===== config.mk =====
export PLATFORM = sky130hd
export DESIGN_NAME = uart_rate_cmd_rx
export DESIGN_NICKNAME = d
export VERILOG_FILES = /design/src/rtl/uart_rate_pkg.sv /design/src/rtl/uart_rx_core.sv /design/src/rtl/uart_rate_cmd_rx.sv
export SDC_FILE = /design/constraint.sdc
export NUM_CORES = 1
export LEC_CHECK = 0
export CAP_MARGIN = 10
export CORE_MARGIN = 5
export CORE_UTILIZATION = 25
export DETAILED_ROUTE_END_ITERATION = 8
export PLACE_DENSITY_LB_ADDON = 0.08
export SYNTH_ARGS = -nofsm -noshare
export SYNTH_HDL_FRONTEND = slang
export SYNTH_HIERARCHICAL = 1
export SYNTH_SLANG_ARGS = --single-unit

===== constraint.sdc =====
create_clock -name iClk -period 4.04 [get_ports iClk]
set_input_delay 0.808 -clock iClk [delete_from_list [all_inputs] [get_ports iClk]]
set_output_delay 0.808 -clock iClk [all_outputs]
set_load 0.02 [all_outputs]

===== src/rtl/uart_rate_pkg.sv =====
// uart_rate_pkg: shared FSM states, command bytes and rate codes for the UART rate-command receiver.
package uart_rate_pkg;
  typedef enum logic [2:0] {
    IDLE,
    START,
    DATA,
`ifdef UART_PARITY_EN
    PARITY,
`endif
    STOP
  } rxState_t;
  localparam logic [7:0] CMD_RATE0 = 8'h30;
  localparam logic [7:0] CMD_RATE1 = 8'h31;
  localparam logic [7:0] CMD_RATE2 = 8'h32;
  localparam logic [7:0] CMD_RATE3 = 8'h33;
  localparam logic [1:0] RATE_1    = 2'b00;
  localparam logic [1:0] RATE_5    = 2'b01;
  localparam logic [1:0] RATE_10   = 2'b10;
  localparam logic [1:0] RATE_OFF  = 2'b11;
endpackage


===== src/rtl/uart_rx_core.sv =====
// uart_rx_core: 8N1 (8E1 with UART_PARITY_EN) deserialiser; strobes byte/valid/frame-error on the stop sample.
module uart_rx_core
  import uart_rate_pkg::*;
#(
  parameter int CLOCKFREQ    = 100_000_000,
  parameter int BAUD         = 115200,
  parameter int CLKS_PER_BIT = CLOCKFREQ / BAUD
) (
  input  logic       iClk,
  input  logic       iRSt_n,
  input  logic       iRx,
  output logic [7:0] oByte,
  output logic       oValid,
  output logic       oFrameErr
);
  localparam int CW = $clog2(CLKS_PER_BIT);
  localparam logic [CW-1:0] FULL = CW'(CLKS_PER_BIT - 1);
  localparam logic [CW-1:0] HALF = CW'(CLKS_PER_BIT / 2 - 1);
  rxState_t state, stateNxt;
  logic rxMeta, rxS, rxD, tick;
  logic [CW-1:0] cnt;
  logic [2:0] bitIdx;
  logic [7:0] shReg;
`ifdef UART_PARITY_EN
  logic parErr;
`endif
  assign tick  = cnt == ((state == START) ? HALF : FULL);
  assign oByte = shReg;
  always_ff @(posedge iClk or negedge iRSt_n) begin
    if (!iRSt_n) begin
      {rxD, rxS, rxMeta} <= 3'b111;
      state  <= IDLE;
      cnt    <= '0;
      bitIdx <= '0;
      shReg  <= '0;
`ifdef UART_PARITY_EN
      parErr <= 1'b0;
`endif
    end else begin
      {rxD, rxS, rxMeta} <= {rxS, rxMeta, iRx};
      state <= stateNxt;
      cnt   <= (state == IDLE || stateNxt != state || tick) ? '0 : cnt + 1'b1;
      if (state == DATA && tick) begin
        shReg  <= {rxS, shReg[7:1]};
        bitIdx <= bitIdx + 1'b1;
      end
`ifdef UART_PARITY_EN
      if (state == PARITY && tick) parErr <= ^shReg ^ rxS;
`endif
    end
  end
  always_comb begin
    stateNxt  = state;
    oValid    = 1'b0;
    oFrameErr = 1'b0;
    case (state)
      IDLE:   stateNxt = (rxD && !rxS) ? START : IDLE;
      START:  stateNxt = tick ? (rxS ? IDLE : DATA) : START;
`ifdef UART_PARITY_EN
      DATA:   stateNxt = (tick && bitIdx == 3'd7) ? PARITY : DATA;
      PARITY: stateNxt = tick ? STOP : PARITY;
      STOP: begin
        stateNxt  = tick ? IDLE : STOP;
        oValid    = tick && rxS && !parErr;
        oFrameErr = tick && !(rxS && !parErr);
      end
`else
      DATA:   stateNxt = (tick && bitIdx == 3'd7) ? STOP : DATA;
      STOP: begin
        stateNxt  = tick ? IDLE : STOP;
        oValid    = tick && rxS;
        oFrameErr = tick && !rxS;
      end
`endif
      default: stateNxt = IDLE;
    endcase
  end
endmodule


===== src/rtl/uart_rate_cmd_rx.sv =====
// uart_rate_cmd_rx: UART receiver plus ASCII '0'..'3' decode into the divider rate code (8E1 with UART_PARITY_EN).
module uart_rate_cmd_rx
  import uart_rate_pkg::*;
#(
  parameter int CLOCKFREQ    = 100_000_000,
  parameter int BAUD         = 115200,
  parameter int CLKS_PER_BIT = CLOCKFREQ / BAUD
) (
  input  logic       iClk,
  input  logic       iRSt_n,
  input  logic       iRx,
  output logic [1:0] oRate_control,
  output logic       oRate_valid,
  output logic [7:0] oRxData,
  output logic       oRxValid,
  output logic       oFrameErr
);
  logic [7:0] rxByte;
  logic rxValid, rxErr, cmdHit;
  logic [1:0] cmdRate;
  uart_rx_core #(
    .CLOCKFREQ(CLOCKFREQ),
    .BAUD(BAUD),
    .CLKS_PER_BIT(CLKS_PER_BIT)
  ) uCore (
    .iClk(iClk),
    .iRSt_n(iRSt_n),
    .iRx(iRx),
    .oByte(rxByte),
    .oValid(rxValid),
    .oFrameErr(rxErr)
  );
  always_comb begin
    cmdHit  = rxValid && (rxByte == CMD_RATE0 || rxByte == CMD_RATE1 ||
                          rxByte == CMD_RATE2 || rxByte == CMD_RATE3);
    cmdRate = (rxByte == CMD_RATE0) ? RATE_1 :
              (rxByte == CMD_RATE1) ? RATE_5 :
              (rxByte == CMD_RATE2) ? RATE_10 : RATE_OFF;
  end
  always_ff @(posedge iClk or negedge iRSt_n) begin
    if (!iRSt_n) begin
      oRate_control <= RATE_1;
      oRate_valid   <= 1'b0;
      oRxData       <= '0;
      oRxValid      <= 1'b0;
      oFrameErr     <= 1'b0;
    end else begin
      oRxValid    <= rxValid;
      oFrameErr   <= rxErr;
      oRate_valid <= cmdHit;
      if (rxValid) oRxData <= rxByte;
      if (cmdHit) oRate_control <= cmdRate;
    end
  end
endmodule


==> metrics.md, run 1 <==
| Metric | Value |
|---|---|
| Outcome | `finished clean` |
| Count of different cell masters after synthesis | `29` |
| Count of endpoints failing hold in the final timing report | `0` |
| Area of all placed cells without fillers | `between 2000 and 2500 µm²` |
| Post-cts resize count | `0` |
| DP HPWL | `roughly 2.1 mm` |
| Portion of synthesized cell area occupied by the leading cell type | `54.01%` |
| Top Ports | `16` |
| Critical path peak fanout | `10` |
| Core box area | `roughly 6400 µm²` |
| Slew Viols, Final | `0` |
| Count of mapped cells out of synthesis | `120` |
| Count of inserted antenna diode cells | `0` |
| Slew at the pin with the worst max-slew slack | `between 0.9 and 1 ns` |
| Max clock buf depth | `2` |
| Total number of vias | `1000` |
| Remaining DRCs | `0` |
| Worst stage delay on the critical path | `around 0.45 ns` |
| Insertion delay of the later-clocked pin in the worst-skew pair | `~0.30 ns` |
| GRT Overall Usage | `8.296%` |
| Total Nets Final | `146` |
| Number of H-tree levels | `2` |
| Row count | `29` |
| Largest net degree at the start of global routing | `40` |
| Via-per-instance ratio | `approximately 4.6` |
| Layout Utilization | `a little under a third` |
| Async SR Flop Fraction | `100.0%` |
| Area after detailed placement | `1889 µm²` |
| Number of warnings issued by yosys | `6` |
| Post-Route Skew | `slightly above 0.004 ns` |
| Cell area power density | `454.0 nW/µm²` |
| Cell with the largest stage delay on the worst path | `sky130_fd_sc_hd__dfrtp_1` |
| Starting DRT DRC Count | `15` |
| Count of flip-flops with a built-in enable after synthesis | `0` |
| Sum Neg Setup Slack | `0 ns` |
| Critical path cell sequence | `nor4b_2, nand4b_1, a211oi_2, and3_1, buf_4, nor4b_4, nand4b_2, mux2_1` |
| FMAX | `379.8 MHz` |
| Dominant cells by area after synthesis | `sky130_fd_sc_hd__dfrtp_1, sky130_fd_sc_hd__mux2_1, sky130_fd_sc_hd__mux2_2` |
| Min cycle time layout | `between 2 and 3 ns` |
| Type of element capturing the critical path | `flop` |
| Antenna violations before repair | `0` |
| Die Ht | `91.68 µm` |
| Unrepaired setup endpoints after global routing | `no` |
| Reported leakage power | `between 0.9 and 1 nW` |
| Worst Setup Start Kind | `flop` |
| Filler cell count | `629` |
| Final-layout worst hold slack | `0.3588 ns` |
| Share of final-layout standard cells stronger than drive strength 1 | `19.15%` |
| Final critical-path share of the clock period | `around two thirds` |
| Count of hold buffers inserted by post-cts repair | `0` |
| Root buffer cell | `sky130_fd_sc_hd__clkbuf_8` |
| Arrival time of the worst setup path | `between 2 and 3 ns` |
| Antenna violation net count after detailed routing | `0` |
| Most common flop cell mapped by yosys | `sky130_fd_sc_hd__dfrtp_1` |
| Count of state elements after synthesis | `39` |
| Final setup violating endpoints | `0` |
| Via count of the first global-routing pass | `about 1100` |
| Number of buffers and inverters on the critical path | `1` |
| Fraction of the yosys area taken by sequential cells | `58.74%` |
| Die area | `~8400 µm²` |
| CTS Buf Count | `5` |
| Syn nets | `roughly 130` |
| DRT Pass-1 Iters | `4` |
| Library cell with the largest summed area after synthesis | `sky130_fd_sc_hd__dfrtp_1` |
| Final GP Congestion | `~0.74` |
| Count of buffers inserted at the top-level ports | `15` |
| Worst endpoint required time | `between 4 and 5 ns` |
| Post-synthesis instance area | `roughly 1700 µm²` |
| Total wire length | `between 3 and 4 mm` |
| Max-slew headroom at the worst pin | `between 30% and 40%` |
| Clock tree from TritonCTS | `yes` |
| # Max-Cap Violations | `0` |
| Start-to-end type of the worst setup path | `reg -> reg` |
| Initial Utilization | `approximately a quarter` |
| Routed wire length per instance | `between 10 and 15 µm` |
| List of most frequent post-synthesis cells | `sky130_fd_sc_hd__dfrtp_1, sky130_fd_sc_hd__mux2_1, sky130_fd_sc_hd__nor3_1` |
| Reg2reg setup slack | `1.41 ns` |
| Number of placed instances with taps included | `210` |
| Worst-path clk slew | `around 0.08 ns` |
| Cell family with the largest share of critical-path delay | `simple AND/OR/NAND/NOR gates` |
| Overflow left after global routing | `0` |
| Area Overhead vs Synth | `20.25%` |
| Syn Area/Cell | `between 10 and 15 µm²` |
| Post-CTS setup repair buffer count | `0` |
| Count of non-filler cells in the finished layout | `218` |
| Horiz. Die Dim | `just over 90 µm` |
| Max IR drop VDD | `~0.14 mV` |
| CTS sink count | `39` |
| First-pass GRT wire length | `~5.3 mm` |
| Tightest Hold Check Type | `reg -> reg` |
| Most numerous cell in the Yosys netlist | `sky130_fd_sc_hd__dfrtp_1` |
-- placed cells by master, fill, tap and decap left out, types with 5 or more instances in the layout --
cell type                         count
sky130_fd_sc_hd__mux2_2               8
sky130_fd_sc_hd__clkdlybuf4s50_1     14
sky130_fd_sc_hd__dfrtp_1             36
sky130_fd_sc_hd__xor2_1               6
sky130_fd_sc_hd__nor3_1               9
sky130_fd_sc_hd__mux2_1              13
sky130_fd_sc_hd__nand3_1              5
sky130_fd_sc_hd__clkbuf_8             5
sky130_fd_sc_hd__nor2_1               5
-- layer usage --
| metal | global-route usage [%] | vias up | wire length [µm] |
|---|---|---|---|
| met5 | 0 | - | 0 |
| met4 | 4.523 | 0 | 71 |
| met3 | 2.946 | 7 | 117 |
| met2 | 13.02 | 16 | 1493 |
| met1 | 9.923 | 507 | 1432 |
| li1 | - | 470 | - |
-- report_power, final --
group / internal, mW / switching, mW
registers: 0.427 / 0.0556
clock network: 0.187 / 0.148
logic: 0.0500 / 0.0424
-- cell type report --
cell class | instances | area (µm²) | area share (%)
Clock buffer | 5 | 68.82 | 3.431
Clock inverter | 3 | 47.55 | 2.371
Inverter | 4 | 15.01 | 0.7486
Multi-Input combinational cell | 74 | 645.6 | 32.19
Sequential cell | 39 | 979.7 | 48.85
Tap cell | 77 | 96.34 | 4.804
Timing Repair Buffer | 16 | 152.6 | 7.611
-- worst reg2reg max path, cell delays in order, from the launching register on --
cell and delay (ns):
sky130_fd_sc_hd__dfrtp_1 0.45, sky130_fd_sc_hd__nor4b_2 0.31, sky130_fd_sc_hd__nand4b_1 0.27, sky130_fd_sc_hd__a211oi_2 0.37, sky130_fd_sc_hd__and3_1 0.21, sky130_fd_sc_hd__buf_4 0.19, sky130_fd_sc_hd__nor4b_4 0.22, sky130_fd_sc_hd__nand4b_2 0.17
sky130_fd_sc_hd__mux2_1 0.33
-- registers in the layout (all words and copies together), names as in the netlist --
register and cells:
oFrameErr 1, oRate_control 2, oRate_valid 1, oRxData 8, oRxValid 1, uCore/bitIdx 3, uCore/cnt 10, uCore/oByte 8
uCore/rxD 1, uCore/rxMeta 1, uCore/rxS 1, uCore/state 2
-- logic make-up (layout without fill, tap and decap cells) --
logic type,Yosys count,count (layout),synth area share [%]
AOI/OAI and AO/OA,6,6,4.126
xor gates and xnor gates,9,9,4.726
adders and majority gates,3,3,2.251
buffers and inverters,7,28,2.550
DFF,39,39,58.74
muxes,21,21,14.18
and+or+nand+nor,35,35,13.43
-- stage by stage --
step / setup slack [ns] / total power, mW
5_1_grt: 1.235 / 0.9612
4_1_cts: 1.401 / 0.9297
6_report: 1.407 / 0.9105
3_3_place_gp: 1.513 / 0.5822
3_5_place_dp: 1.449 / 0.5825
2_1_floorplan: 1.678 / 0.5496
-- final timing paths --
kind / startpoint / endpoint / depth (start not counted)
min: uCore/rxMeta / uCore/rxS / 0
max: uCore/cnt[1] / oRate_control[0] / 8
max reg2reg: uCore/cnt[1] / oRate_control[0] / 8
min reg2reg: uCore/rxMeta / uCore/rxS / 0
max in group asynchronous: iRSt_n / oRxData[2] / 1
min in group asynchronous: iRSt_n / uCore/cnt[2] / 1
(Power assumes the default switching activity.)
==> inputs of run 2 (changes only) <==
- clock period: 4.04 -> 2.2 ns (I/O delays scaled with it)
==> run 2 against run 1 <==
Combinational power rose to 3.1 times the previous value. Flip-flop and latch count unchanged. Die area unchanged. Register-to-register slack worse by 1.3 ns. Clock-buffer cell count up 1. Fmax up 25%. Clock skew up 0.0043 ns. Sequential share of layout area down 2.8 points. Worst setup slack worse by 1.3 ns. Critical path type unchanged. Largest cell class unchanged.
==> metrics.md, run 2 (synthesized netlist as in run 1, its figures left out) <==
| Metric | Value |
|---|---|
| Cell with the largest stage delay on the worst path | `sky130_fd_sc_hd__dfrtp_1` |
| Type of element capturing the critical path | `flop` |
| Count of cells along the worst register-to-register path | `7` |
| Total wire length | `about 3.4 mm` |
| Count of inserted antenna diode cells | `0` |
| Max-slew headroom at the worst pin | `between 50% and 60%` |
| Number of buffers and inverters on the critical path | `0` |
| Final critical-path share of the clock period | `around 96%` |
| Post-Route Skew | `0.008442 ns` |
| CTS sink count | `39` |
| # Max-Cap Violations | `0` |
| Outcome | `finished clean` |
| Worst stage delay on the critical path | `about 0.4 ns` |
| Root buffer cell | `sky130_fd_sc_hd__clkbuf_8` |
| Cell area power density | `776.9 nW/µm²` |
| Arrival time of the worst setup path | `approximately 2.3 ns` |
| Sum Neg Setup Slack | `0 ns` |
| Routed wire length per instance | `approximately 15 µm` |
| Count of endpoints failing hold in the final timing report | `0` |
| Largest register FFs | `10` |
| Path length in cells of the critical path | `7` |
| Max IR drop VDD | `around 0.26 mV` |
| Clock tree from TritonCTS | `yes` |
| Via-per-instance ratio | `roughly 4.5` |
| Top Ports | `16` |
| Final setup violating endpoints | `0` |
| Source of the worst register-to-register timing path | `uCore/cnt[4]` |
| Total number of vias | `approximately 1000` |
| Slew at the pin with the worst max-slew slack | `0.6631 ns` |
| Final GP Congestion | `0.7725` |
| DP HPWL | `2.476 mm` |
| Number of H-tree levels | `2` |
| Worst Setup Start Kind | `flop` |
| Critical path peak fanout | `3` |
| Post-CTS setup repair buffer count | `0` |
| Antenna violations before repair | `0` |
| Total Nets Final | `about 160` |
| Tightest Hold Check Type | `in -> async` |
| Most common library cell in the layout ignoring fill and taps | `sky130_fd_sc_hd__dfrtp_1` |
| Horiz. Die Dim | `around 92 µm` |
| Area Overhead vs Synth | `27.46%` |
| First-pass GRT wire length | `between 5 and 6 mm` |
| Min cycle time layout | `roughly 2.1 ns` |
| Unrepaired setup endpoints after global routing | `yes` |
| Via count of the first global-routing pass | `1142` |
| Antenna violation net count after detailed routing | `0` |
| DRT Pass-1 Iters | `4` |
| Reported leakage power | `just over 1 nW` |
| Starting DRT DRC Count | `44` |
| Row count | `29` |
| Remaining DRCs | `0` |
| Slew Viols, Final | `0` |
| Insertion delay of the later-clocked pin in the worst-skew pair | `roughly 0.29 ns` |
| Max clock buf depth | `2` |
| FMAX | `474.2 MHz` |
| Worst flop-to-flop path endpoint | `oRate_control[1]` |
| Worst-path clk slew | `around 0.080 ns` |
| Reg2reg setup slack | `~0.09 ns` |
| Die Ht | `~90 µm` |
| Initial Utilization | `around 26%` |
| Most frequent cells in the layout | `sky130_fd_sc_hd__dfrtp_1, sky130_fd_sc_hd__clkdlybuf4s50_1, sky130_fd_sc_hd__buf_4` |
| Count of hold buffers inserted by post-cts repair | `0` |
| Cell family with the largest share of critical-path delay | `simple AND/OR/NAND/NOR gates` |
| Post-cts resize count | `0` |
| Critical path cell sequence | `nor3b_1, o2111ai_1, a211oi_2, and3_1, nor4b_4, nand4b_2, mux2_1` |
| Overflow left after global routing | `0` |
| Worst setup timing slack at the placement stage | `~0.088 ns` |
| Filler cell count | `between 600 and 700` |
| CTS Buf Count | `5` |
| Worst endpoint required time | `2.38 ns` |
| Share of final-layout standard cells stronger than drive strength 1 | `about 27%` |
| Register containing the most flip-flops in the final layout | `uCore/cnt` |
| Die area | `roughly 8400 µm²` |
| Final setup slack of the worst path | `between 0.09 and 0.1 ns` |
| Largest net degree at the start of global routing | `21` |
| Start-to-end type of the worst setup path | `reg -> reg` |
| Count of buffers inserted at the top-level ports | `15` |
| GRT Overall Usage | `slightly below 9%` |
| Core box area | `around 6400 µm²` |
run 2: cell count changes in the layout (fill, tap and decap cells not counted), sizes merged:
cell / delta
clkinvlp: +1
clkbuf: +1
buf: +15
bufinv: -1
inv: -1
run 2: metal layers:
layer	GRT usage (%)	up-vias	share of wire [%]
met3	2.864	5	3.6
met2	13.33	19	47
li1	-	501	-
met1	11.79	522	48
met5	0	-	0
met4	3.769	0	1.5
run 2: worst register-to-register path, cell delays in order, from the launching register on:
cell and delay [ns]:
sky130_fd_sc_hd__dfrtp_1 0.39, sky130_fd_sc_hd__nor3b_1 0.23, sky130_fd_sc_hd__o2111ai_1 0.19, sky130_fd_sc_hd__a211oi_2 0.26, sky130_fd_sc_hd__and3_1 0.20, sky130_fd_sc_hd__nor4b_4 0.21
sky130_fd_sc_hd__nand4b_2 0.17, sky130_fd_sc_hd__mux2_1 0.34
run 2: how the worst max path moves through the flow:
stage / from / to / slack [ns]
6_report: uCore/cnt[4] / oRate_control[1] / 0.09
5_1_grt: uCore/cnt[1] / oRate_control[0] / -0.06
4_1_cts: uCore/cnt[1] / oRate_control[1] / 0.06
3_5_place_dp: uCore/cnt[4] / oRate_control[1] / 0.09
3_3_place_gp: uCore/cnt[4] / oRate_control[0] / 0.13
2_1_floorplan: uCore/state[1] / oRate_control[0] / -0.16
run 2: power breakdown:
group	internal (mW)	switching (mW)	leakage (nW)
combinational	0.145	0.143	0.445
sequential	0.785	0.0568	0.516
clock	0.256	0.265	0.0474
run 2: per-stage QoR:
| step | power (mW) | util [%] | instance area (µm²) | instances | hold WS (ns) |
|---|---|---|---|---|---|
| after floorplan | 1.009 | - | 1668 | 120 | 0.1444 |
| after global placement | 1.142 | 31.56 | 2027 | 225 | 0.3530 |
| after detailed placement | 1.145 | 31.56 | 2027 | 225 | 0.3601 |
| after CTS | 1.676 | 33.10 | 2126 | 233 | 0.1162 |
| after global routing | 1.746 | 33.10 | 2126 | 233 | 0.1360 |
| final | 1.652 | 33.10 | 2126 | 233 | 0.1016 |
run 2: layout make-up:
cell class | count | area (µm²) | share of cell area [%]
flip-flops and latches | 39 | 979.7 | 46.09
inverters | 4 | 15.01 | 0.7063
clock inverters | 2 | 16.27 | 0.7652
multi-input cells | 74 | 645.6 | 30.37
repair buffers | 31 | 290.3 | 13.66
well taps | 77 | 96.34 | 4.532
clock buffers | 6 | 82.58 | 3.885
